===== src/rtl/div32_iter.sv =====
// div32_iter: iterative restoring divider, one quotient bit per cycle, signed or unsigned
module div32_iter #(
  parameter int WIDTH = 32
) (
  input  logic             CLK,
  input  logic             RST,
  input  logic             START,
  input  logic             SIGNED_OP,
  input  logic [WIDTH-1:0] DIVIDEND,
  input  logic [WIDTH-1:0] DIVISOR,
  output logic             BUSY,
  output logic             DONE,
  output logic [WIDTH-1:0] QUOTIENT,
  output logic [WIDTH-1:0] REMAINDER,
  output logic             DIV_BY_ZERO,
  output logic             OVERFLOW
);
  localparam int CW = $clog2(WIDTH + 1);
  typedef enum logic [1:0] {S_IDLE, S_CALC, S_FIX, S_DONE} state_t;
  state_t state_q, state_d;
  logic [CW-1:0] cnt_q, cnt_d;
  logic [WIDTH-1:0] rem_q, rem_d, quo_q, quo_d, dvs_q, dvs_d, dvd_q, dvd_d;
  logic [WIDTH-1:0] quotient_q, quotient_d, remainder_q, remainder_d;
  logic negq_q, negq_d, negr_q, negr_d, dbz_q, dbz_d, ovf_q, ovf_d;
  logic busy_q, busy_d, done_q, done_d;
  logic div_by_zero_q, div_by_zero_d, overflow_q, overflow_d;
  logic accept, sa, sb;
  logic [WIDTH:0] rem_s, diff;
  always_comb begin
    accept = START && (state_q == S_IDLE || state_q == S_DONE);
    sa = SIGNED_OP && DIVIDEND[WIDTH-1];
    sb = SIGNED_OP && DIVISOR[WIDTH-1];
    rem_s = {rem_q, quo_q[WIDTH-1]};
    diff = rem_s - {1'b0, dvs_q};
    state_d = state_q;
    cnt_d = cnt_q;
    rem_d = rem_q;
    quo_d = quo_q;
    dvs_d = dvs_q;
    dvd_d = dvd_q;
    negq_d = negq_q;
    negr_d = negr_q;
    dbz_d = dbz_q;
    ovf_d = ovf_q;
    quotient_d = quotient_q;
    remainder_d = remainder_q;
    div_by_zero_d = div_by_zero_q;
    overflow_d = overflow_q;
    if (accept) begin
      state_d = (DIVISOR == '0) ? S_FIX : S_CALC;
      cnt_d = CW'(WIDTH);
      rem_d = '0;
      quo_d = sa ? -DIVIDEND : DIVIDEND;
      dvs_d = sb ? -DIVISOR : DIVISOR;
      dvd_d = DIVIDEND;
      negq_d = sa ^ sb;
      negr_d = sa;
      dbz_d = DIVISOR == '0;
      ovf_d = SIGNED_OP && DIVIDEND == {1'b1, {(WIDTH-1){1'b0}}} && &DIVISOR;
    end else if (state_q == S_CALC) begin
      rem_d = diff[WIDTH] ? rem_s[WIDTH-1:0] : diff[WIDTH-1:0];
      quo_d = {quo_q[WIDTH-2:0], ~diff[WIDTH]};
      cnt_d = cnt_q - CW'(1);
      state_d = (cnt_q == CW'(1)) ? S_FIX : S_CALC;
    end else if (state_q == S_FIX) begin
      state_d = S_DONE;
      quotient_d = dbz_q ? '1 : negq_q ? -quo_q : quo_q;
      remainder_d = dbz_q ? dvd_q : negr_q ? -rem_q : rem_q;
      div_by_zero_d = dbz_q;
      overflow_d = ovf_q;
    end else if (state_q == S_DONE) begin
      state_d = S_IDLE;
    end
    busy_d = state_d == S_CALC || state_d == S_FIX;
    done_d = state_d == S_DONE;
  end
  always_ff @(posedge CLK or posedge RST) begin
    if (RST) begin
      state_q <= S_IDLE;
      cnt_q <= '0;
      rem_q <= '0;
      quo_q <= '0;
      dvs_q <= '0;
      dvd_q <= '0;
      negq_q <= 1'b0;
      negr_q <= 1'b0;
      dbz_q <= 1'b0;
      ovf_q <= 1'b0;
      quotient_q <= '0;
      remainder_q <= '0;
      div_by_zero_q <= 1'b0;
      overflow_q <= 1'b0;
      busy_q <= 1'b0;
      done_q <= 1'b0;
    end else begin
      state_q <= state_d;
      cnt_q <= cnt_d;
      rem_q <= rem_d;
      quo_q <= quo_d;
      dvs_q <= dvs_d;
      dvd_q <= dvd_d;
      negq_q <= negq_d;
      negr_q <= negr_d;
      dbz_q <= dbz_d;
      ovf_q <= ovf_d;
      quotient_q <= quotient_d;
      remainder_q <= remainder_d;
      div_by_zero_q <= div_by_zero_d;
      overflow_q <= overflow_d;
      busy_q <= busy_d;
      done_q <= done_d;
    end
  end
  assign BUSY = busy_q;
  assign DONE = done_q;
  assign QUOTIENT = quotient_q;
  assign REMAINDER = remainder_q;
  assign DIV_BY_ZERO = div_by_zero_q;
  assign OVERFLOW = overflow_q;
endmodule


===== config.mk =====
export PLATFORM = sky130hd
export DESIGN_NAME = div32_iter
export DESIGN_NICKNAME = d
export VERILOG_FILES = /design/src/rtl/div32_iter.sv
export SDC_FILE = /design/constraint.sdc
export NUM_CORES = 1
export LEC_CHECK = 0
export BUFFER_PORTS_ARGS = -buffer_cell sky130_fd_sc_hd__buf_4
export CORE_ASPECT_RATIO = 0.9
export CORE_MARGIN = 3
export CORE_UTILIZATION = 50
export DETAILED_ROUTE_END_ITERATION = 10
export GPL_TIMING_DRIVEN = 0
export HOLD_SLACK_MARGIN = 0.15
export PLACE_DENSITY = 0.76
export SLEW_MARGIN = 40
export SYNTH_ARGS = -nofsm -noshare
export SYNTH_HDL_FRONTEND = slang
export SYNTH_SLANG_ARGS = --single-unit

===== constraint.sdc =====
create_clock -name CLK -period 6.3 [get_ports CLK]
set_clock_uncertainty 0.2 [all_clocks]
set_input_delay 0 -clock CLK [delete_from_list [all_inputs] [get_ports CLK]]
set_output_delay 0 -clock CLK [all_outputs]
set_load 0.05 [all_outputs]

==> key figures, run 1 <==
Logic synthesis
  – Net count after synthesis: 1602
  – Synth warn: 0
  – Synth Flop Type: dfrtp_1
  – Yosys cell types: 63
  – Top-area cell type share of the netlist area: 40.3%
  – Average cell area after synthesis: 8.67 sq um
  – Mapped Cells: 1492
  – Mapped Area: 12900 sq um
  – Post-synth EDFFs: 0
  – Largest area contributor in the netlist: dfrtp_1
  – Top post-synthesis cells by area: dfrtp_1 (40%), nand2_1 (7.1%), o21ai_0 (6.4%), xor2_1 (5.6%), xnor2_1 (4.5%)
  – Synthesis-stage register bit count: 208
  – Seq/Total Area, Yosys: 40.3%
  – Post-synth ARST share: 100%

Critical path
  – Required time worst endpoint: 6560 ps
  – Critical path peak fanout: 10
  – RR Startpoint: quo_q[31]
  – CP Capture Type: register
  – Critical Path Start Type: register
  – Critical path type: register to register
  – R2R depth: 15
  – Worst Path Arrival: 4450 ps
  – Worst R2R Setup Slack: 2110 ps
  – Capturing point of the worst reg2reg path: rem_q[26]

Power and ir drop
  – P_int: 2.27 mW
  – Psw: 0.726 mW
  – Leak Pwr: 7.53 nW
  – Switching part of the total: 24.2%
  – Clock share of power: 46.9%
  – Power per cell area: 179 nW/um^2
  – Tot Pwr: 3.00 mW
  – Sequential cell fraction of total power: 44.5%
  – Comb pwr share: 8.6%
  – Maximum vdd drop: 0.177 mV

Timing
  – Max-slew violations: 0
  – Setup-failing EPs final: 0
  – RSZ-0062 raised after global routing: false
  – Post-route setup TNS: 0 ps
  – Crit path time final: 4190 ps
  – Period utilization: 66.5%
  – Slew @ Worst Pin: 880 ps
  – Final hold viol count: 0
  – Max Clk Rate: 239 MHz
  – Rel. slew slack: 41.3%

Clocking
  – Max Buffers Root-to-Sink: 3
  – TritonCTS clock tree: built
  – Post-CTS Setup Repair Bufs: 0
  – Clock Sinks: 208
  – Clock buffer count from CTS: 25
  – Clk_lat worst skew: 550 ps
  – H-tree Lvls: 1
  – Clock transition at path regs: 60 ps
  – CTS Root Cell: clkbuf_16

Placement
  – Port Buf Inserts: 135
  – Final GP Congestion: 0.927
  – Cell Area, Placed: 14500 sq um
  – HPWL Detailed: 28.0 mm

Route
  – Routed WL: 41.7 mm
  – Routed Antenna Nets: 0
  – WL/cell: 19.2 um
  – Remaining DRCs: 0
  – Via density: 5.76
  – Iteration-0 DRC Markers: 1225
  – Vias: 12512
  – TritonRoute pass-1 iters: 5

GRT
  – Antenna violations before repair: 0
  – Largest net degree at the start of global routing: 75
  – Global-route wire length before repair: 65.1 mm
  – Total grt overflow: 0
  – Vias in the first global route: 12298
  – Gr usage total: 29.2%

Final layout
  – Final Cell Area: 16800 sq um
  – Area delta synth->final: 30.0%
  – Layout cells sized above 1: 12.8%
  – NumNets Final: 1922
  – Diode count: 0

Floorplan
  – Cell Rows: 55
  – Core outline area: 25300 sq um
  – I/O pins: 136
  – Die W: 176 um
  – Die height: 159 um
  – Initial Util: 51.1%
  – Die area: 27800 sq um

Hold path
  – Hold Path Stages: 5
  – Hold Path End: quo_q[12]
  – Hold Crit Class: input port to register
  – Hold Startpoint: DIVIDEND[12]

Job
  – Total of max-cap violations: 0

Status
  – Status: finished, final reports clean
power by group through the flow:
stage                     Combinational (mW)  Sequential (mW)  Clock (mW)
after floorplan                       0.0741             1.36           0
after global placement                 0.149             1.36           0
after detailed placement               0.158             1.36           0
after CTS                              0.244             1.34        1.40
after global routing                   0.274             1.34        1.46
final                                  0.257             1.34        1.41
per-stage QoR:
stage / setup WS [ps] / hold WS [ps] / instances / utilization, %
2_1_floorplan: 419 / -103 / 1492 / -
3_3_place_gp: -1830 / 28.8 / 1969 / 56.7
3_5_place_dp: 2150 / -240 / 1972 / 57.1
4_1_cts: 2110 / 155 / 2172 / 66.4
5_1_grt: 1790 / 195 / 2172 / 66.4
6_report: 2110 / 185 / 2172 / 66.4
critical path, stage by stage (launching register included):
cell and delay [ps]:
dfrtp_1 430, inv_1 100, ha_1 250, fa_1 420, nor2b_1 170, o31a_1 160
o21ai_1 110, a211oi_1 370, o21bai_1 190, a21oi_1 310, or4_1 180, and3_1 140
buf_2 240, buf_2 380, o2111ai_1 250, a31oi_1 220
flip-flops by register name, summed over array words and instances (netlist names), 2 cells and up:
register,flops
cnt_q,6
REMAINDER,32
state_q,2
rem_q,32
quo_q,32
dvs_q,32
dvd_q,32
QUOTIENT,32
cell families after synthesis:
family                   share of synthesized area (%)
AND/OR/NAND/NOR                                   16.6
AO/OA/AOI/OAI                                     17.7
flip-flops                                        40.3
XOR/XNOR                                          10.2
buffers and inverters                             4.03
multiplexers                                      7.20
adder cells (fa/ha/maj)                           4.12
synth_stat cells (all sizes together) (2+ instances only):
cell    number
a21boi       2
or3         18
a31oi        7
o211ai       5
mux2        32
buf         15
a211oi      12
nor2       101
a21o        13
nand2      246
nand4       12
a21oi      113
and2         8
nand2b      12
ha          41
a311oi       3
nor3        24
xnor2       67
o311ai       3
nand3       14
or4         13
xor2        83
and3         6
nor2b       11
dfrtp      208
o31ai       22
o41ai       18
inv         59
clkbuf      61
o21bai       6
nor4         8
o21ai      170
mux2i       57
o21a         2
o22ai        2
metal layers:
layer	part of all wire (%)	track usage, %	vias up
li1	-	-	5819
met1	41	38.0	5999
met2	47	50.4	575
met3	7.4	3.74	119
met4	4.1	11.0	0
met5	0	0	-
timing repair:
item | in CTS | in global routing
resized for setup | 0 | 0
hold buffers | 155 | 0
endpoints found under the hold margin | 263 | 0
worst max path at each step:
stage                          from   endpoint  slack, ps  cells after the start
after global placement          RST   dvs_q[3]      -1830                      2
after detailed placement  quo_q[31]  rem_q[26]       2150                     15
final                     quo_q[31]  rem_q[26]       2110                     15
after global routing      quo_q[31]  rem_q[26]       1790                     15
after floorplan                 RST       BUSY        420                      1
after CTS                 quo_q[31]  rem_q[26]       2110                     15
area by class of cell:
cell class / instances / area (sq um)
Multi-Input combinational cell: 1148 / 7210
Fill cell: 1986 / 8510
Timing Repair Buffer: 293 / 2650
Sequential cell: 208 / 5200
Clock buffer: 35 / 723
Clock inverter: 10 / 70.1
Buffer: 76 / 295
Inverter: 60 / 233
Tap cell: 342 / 428
cells in the final DEF, fill, tap and decap left out, types with 22 or more instances in the layout:
cell type,instances
nand2_1,246
dlygate4sd3_1,155
nor3_1,24
mux2_2,32
xnor2_1,67
xor2_1,83
o31ai_1,22
inv_1,58
dfrtp_1,208
o21ai_0,165
mux2i_1,57
buf_4,136
ha_1,41
clkbuf_16,25
nor2_1,101
clkbuf_1,65
a21oi_1,113
Power figures use the tool's default switching activity.
==> run 2, diff against run 1 <==
- ABC_AREA: unset -> 1
- clock period: 6.3 -> 3.55 ns (I/O delays scaled with it)
==> key figures, run 2 <==
Clocking
  – Clock buffer count from CTS: 25
  – CTS Root Cell: clkbuf_16
  – Clk_lat worst skew: 520 ps
  – Max Buffers Root-to-Sink: 3
  – Clock transition at path regs: 60 ps
  – TritonCTS clock tree: built
  – Clock Sinks: 208
  – H-tree Lvls: 1

Job
  – Total of max-cap violations: 0

Timing
  – Period utilization: 102%
  – RSZ-0062 raised after global routing: true
  – Final hold viol count: 0
  – Setup-failing EPs final: 5
  – Slew @ Worst Pin: 979 ps
  – Rel. slew slack: 34.7%
  – Post-route setup TNS: -154 ps
  – Crit path time final: 3610 ps
  – Max Clk Rate: 277 MHz
  – Post-route setup slack: -59.9 ps
  – Max-slew violations: 0

Critical path
  – CP cell instances: inv_1 > ha_1 > nand2_1 > inv_2 > clkbuf_1 > buf_1 > o22ai_1 > dlygate4sd3_1
  – CP Capture Type: register
  – Required time worst endpoint: 3740 ps
  – Critical path peak fanout: 10
  – Worst Path Buf+Inv: 5
  – Critical path's top delay family: buffers and inverters
  – Critical Path Start Type: register
  – Worst path max stage delay: 730 ps
  – Critical path type: register to register
  – Worst Path Arrival: 3800 ps
  – Critical-path top delay cell: buf_1

Placement
  – Place WS: 93.3 ps
  – Final GP Congestion: 1.07
  – HPWL Detailed: 45.1 mm
  – Port Buf Inserts: 135
  – Inst Count DP: 2826

Final layout
  – Layout cells sized above 1: 10.0%
  – Diode count: 0
  – Final core utilization: 65.1%
  – Most frequent cells in the layout: nand2_1 (652), inv_1 (332), nand3_1 (268)
  – Most common cell after layout, fill and taps aside: nand2_1
  – Final std cells w/o fill: 3015
  – NumNets Final: 2714
  – Area delta synth->final: 27.0%

Logic synthesis
  – Top-area cell type share of the netlist area: 34.7%
  – Synth Flop Type: dfrtp_1
  – Post-synth ARST share: 100%
  – Largest area contributor in the netlist: dfrtp_1
  – Yosys cell types: 53
  – Net count after synthesis: 2396
  – Mapped Cells: 2286
  – Synth warn: 0
  – Top post-synthesis cells by area: dfrtp_1 (35%), nand2_1 (16%), nand3_1 (8.9%), inv_1 (8.3%), nor2_1 (5.4%)
  – Synthesis-stage register bit count: 208
  – Average cell area after synthesis: 6.56 sq um
  – Seq/Total Area, Yosys: 34.7%
  – Count leader, synth: nand2_1
  – Mapped Area: 15000 sq um
  – Post-synth EDFFs: 0
  – Top cells by count, synth: nand2_1 (653), inv_1 (333), nand3_1 (268)

GRT
  – Total grt overflow: 0
  – Vias in the first global route: 16005
  – Gr usage total: 35.1%
  – Global-route wire length before repair: 88.4 mm
  – Largest net degree at the start of global routing: 28
  – Antenna violations before repair: 1

Floorplan
  – Initial Util: 51.3%
  – Die area: 32100 sq um
  – Core outline area: 29200 sq um
  – Die height: 170 um
  – Cell Rows: 59
  – Die W: 189 um
  – I/O pins: 136

Hold path
  – Hold Crit Class: input port to register

Route
  – TritonRoute pass-1 iters: 5
  – Via density: 5.72
  – WL/cell: 19.3 um
  – Remaining DRCs: 0
  – Routed Antenna Nets: 0
  – Routed WL: 58.1 mm
  – Iteration-0 DRC Markers: 2331
  – Vias: 17239

Power and ir drop
  – Power per cell area: 653 nW/um^2
  – Maximum vdd drop: 0.438 mV
  – Leak Pwr: 9.39 nW

Status
  – Violated checks: setup timing
  – Status: complete, but fails checks
## run 2: cell count changes after synthesis, moves of 18 or more
| cell | delta |
|---|---|
| nand2_1 | +407 |
| inv_1 | +274 |
| nand3_1 | +254 |
| nor2_1 | +114 |
| xor2_1 | -64 |
| mux2i_1 | -57 |
| xnor2_1 | -52 |
| a21oi_1 | -48 |
| o21ai_0 | -43 |
| mux2_2 | -32 |
| nand4_1 | +21 |
| nand2_2 | +19 |
| o31ai_1 | -18 |
## run 2: worst register-to-register path: stages (launching register included)
cell and delay, ps:
dfrtp_1 360, inv_1 60, ha_1 280, nand2_1 290, inv_2 260, clkbuf_1 530, buf_1 740, o22ai_1 160
dlygate4sd3_1 590
## run 2: cell families after synthesis
group	count (synthesis)	share of synthesized area (%)
simple gates	1280	37.0
flops	208	34.7
buf+inv	419	10.8
fa+ha+maj	42	3.56
xor+xnor	34	1.99
compound gates	303	11.9
## run 2: path summary, 6_finish.rpt
path                              start           to  slack (ps)  cells after the start
min reg2reg                 DIV_BY_ZERO  DIV_BY_ZERO         290                      2
max in group asynchronous           RST     dvs_q[7]        1520                      8
max                          state_q[0]    dvs_q[27]         -60                      8
min in group asynchronous           RST  QUOTIENT[6]         480                      4
max reg2reg                  state_q[0]    dvs_q[27]         -60                      8
min                        DIVIDEND[11]    dvd_q[11]         180                      4
## run 2: timing repair
item	CTS	global route
endpoints found under the setup margin	0	20
endpoints found under the hold margin	253	0
setup buffers	0	0
gates resized for setup	0	5
hold buffers	148	0
## run 2: power by group
part | internal [mW] | switching, mW
combinational | 2.29 | 4.14
clock | 1.57 | 1.04
sequential | 2.83 | 0.549
## run 2: cell type report
type | count | area (sq um)
Fill cell | 2674 | 10200
Multi-Input combinational cell | 1659 | 8180
Sequential cell | 208 | 5200
Timing Repair Buffer | 291 | 2700
Inverter | 345 | 1300
Clock buffer | 35 | 733
Tap cell | 396 | 495
Buffer | 74 | 330
Clock inverter | 7 | 91.3
## run 2: layer usage
| metal | routed length (um) | vias to the layer above | track usage, % |
|---|---|---|---|
| met2 | 24200 | 1009 | 51.7 |
| met5 | 0 | - | 0 |
| met3 | 7040 | 100 | 8.20 |
| met4 | 1610 | 0 | 9.13 |
| li1 | - | 8014 | - |
| met1 | 25200 | 8116 | 52.1 |
## run 2: through the flow
| step | hold slack [ps] | power (mW) | area, sq um |
|---|---|---|---|
| final | 176 | 12.4 | 19000 |
| after global routing | 193 | 13.4 | 19000 |
| after CTS | 165 | 12.3 | 19000 |
| after detailed placement | -110 | 9.57 | 16700 |
| after global placement | 53.5 | 9.40 | 16500 |
| after floorplan | -90.4 | 7.87 | 15000 |
==> run 3, diff against run 2 <==
- CORE_UTILIZATION: 50 -> 45
- PLACE_DENSITY: 0.76 -> 0.7
- SETUP_SLACK_MARGIN: unset -> 0.1
==> key figures, run 3 (synthesis results as in run 2) <==
Status
  – Status: finished, final reports clean

Final layout
  – Most common cell after layout, fill and taps aside: nand2_1
  – NumNets Final: 2711
  – Area delta synth->final: 27.4%
  – Final std cells w/o fill: 3035
  – Layout cells sized above 1: 10.2%
  – Final Cell Area: 19100 sq um
  – Area of the multi-input gates: 8190 sq um
  – Final core utilization: 59.0%
  – Number of fill cells: 3121
  – FF+latch area: 5200 sq um
  – Most frequent cells in the layout: nand2_1 (652), inv_1 (332), nand3_1 (268)

GRT
  – Global-route wire length before repair: 93.5 mm
  – Total grt overflow: 0
  – Gr usage total: 34.4%
  – Antenna violations before repair: 1
  – Largest net degree at the start of global routing: 26
  – Vias in the first global route: 16297

Critical path
  – Capturing point of the worst reg2reg path: quo_q[14]
  – Worst setup path start: state_q[0]
  – CP Capture Type: register
  – Critical path type: register to register
  – Worst R2R Setup Slack: 30 ps
  – Critical Path Start Type: register
  – RR Startpoint: state_q[0]
  – CP cell instances: inv_1 > ha_1 > nand2_1 > inv_2 > nor2_4 > clkbuf_1 > a32oi_1 > dlygate4sd3_1
  – Worst setup path end: quo_q[14]
  – Required time worst endpoint: 3770 ps
  – Critical-path top delay cell: clkbuf_1
  – Critical path peak fanout: 10
  – Worst path max stage delay: 620 ps
  – Worst Path Arrival: 3740 ps
  – R2R depth: 8

Clocking
  – Clk_lat worst skew: 540 ps
  – Max Buffers Root-to-Sink: 3
  – CTS Root Cell: clkbuf_16
  – Clock Sinks: 208
  – Clock transition at path regs: 70 ps
  – TritonCTS clock tree: built
  – Clock buffer count from CTS: 25
  – H-tree Lvls: 1

Placement
  – HPWL Detailed: 48.0 mm
  – Cell Area, Placed: 16700 sq um
  – Inst Count DP: 2846
  – Final GP Congestion: 0.966
  – Place WS: 356 ps
  – Port Buf Inserts: 135

Timing
  – Rel. slew slack: 36.6%
  – Crit path time final: 3520 ps
  – Max-slew violations: 0
  – Setup-failing EPs final: 0
  – Post-route setup slack: 27.7 ps
  – Slew @ Worst Pin: 943 ps
  – Max Clk Rate: 284 MHz
  – Hold slack: 135 ps
  – Post-route setup TNS: 0 ps
  – Period utilization: 99.2%
  – RSZ-0062 raised after global routing: true
  – Final hold viol count: 0

Power and ir drop
  – Clock share of power: 22.2%
  – Power per cell area: 668 nW/um^2
  – Leak Pwr: 9.40 nW
  – P_int: 6.87 mW
  – Sequential cell fraction of total power: 26.6%
  – Comb pwr share: 51.2%
  – Maximum vdd drop: 0.420 mV
  – Switching part of the total: 46.1%
  – Tot Pwr: 12.7 mW
  – Psw: 5.88 mW

Route
  – TritonRoute pass-1 iters: 6
  – Routed WL: 61.8 mm
  – Remaining DRCs: 0
  – Via density: 5.64
  – Routed Antenna Nets: 0
  – Iteration-0 DRC Markers: 1863
  – Vias: 17126
  – WL/cell: 20.4 um

Floorplan
  – Die W: 198 um
  – Die height: 179 um
  – Core outline area: 32300 sq um
  – Cell Rows: 62
  – Die area: 35500 sq um
  – I/O pins: 136
  – Initial Util: 46.3%

Job
  – Total of max-cap violations: 0

Hold path
  – Hold Crit Class: input port to register
-- run 3: changes by cell type in the layout (fill, tap and decap cells not counted), sizes merged --
cell,previous run,this run
clkinvlp,2,3
bufinv,2,5
clkinv,8,7
dlygate4sd3,147,143
diode,0,1
-- run 3: worst min path at each step --
stage / start / endpoint / slack, ps / cells after the start
2_1_floorplan: DIVIDEND[28] / dvd_q[28] / -90 / 2
4_1_cts: DIVISOR[18] / dvs_q[18] / 150 / 5
5_1_grt: DIVIDEND[30] / dvd_q[30] / 160 / 4
6_report: DIVIDEND[30] / dvd_q[30] / 140 / 4
3_3_place_gp: DIVIDEND[4] / dvd_q[4] / 50 / 3
3_5_place_dp: RST / QUOTIENT[3] / -220 / 2
-- run 3: power by group through the flow --
stage / sequential, mW / combinational, mW / clock, mW
2_1_floorplan: 3.20 / 4.68 / 0
3_3_place_gp: 3.40 / 6.12 / 0
3_5_place_dp: 3.40 / 6.24 / 0
4_1_cts: 3.37 / 6.40 / 2.84
5_1_grt: 3.43 / 7.30 / 2.92
6_report: 3.40 / 6.52 / 2.83
-- run 3: what timing repair did --
| item | CTS | global route |
|---|---|---|
| gates resized for setup | 0 | 10 |
| hold buffers | 144 | 0 |
| setup buffers | 0 | 1 |
| setup endpoints to repair | 0 | 13 |
| hold endpoints to repair | 310 | 0 |
-- run 3: worst max-delay path, delay by kind of cell, from the launching register on --
kind,cells,cell delay (ps)
adder cells (fa/ha/maj),1,320
AND/OR/NAND/NOR,2,940
buffers and inverters,4,1480
flip-flops,1,360
AO/OA/AOI/OAI,1,110
-- run 3: final cells by class --
cell class              instances  area share [%]
inverters                     345            6.82
plain buffers                  74            1.74
clock inverters                10           0.970
repair buffers                288            13.9
well taps                     416            2.73
clock buffers                  34            3.66
multi-input cells            1659            42.9
flip-flops and latches        208            27.3
diodes                          1          0.0131
-- run 3: metal layers --
layer  vias to the layer above  GRT usage (%)  part of all wire (%)
li1                       8030              -                     -
met1                      8041           50.4                    44
met2                       939           48.9                    40
met3                       116           10.8                    13
met4                         0           8.84                   2.8
met5                         -              0                     0
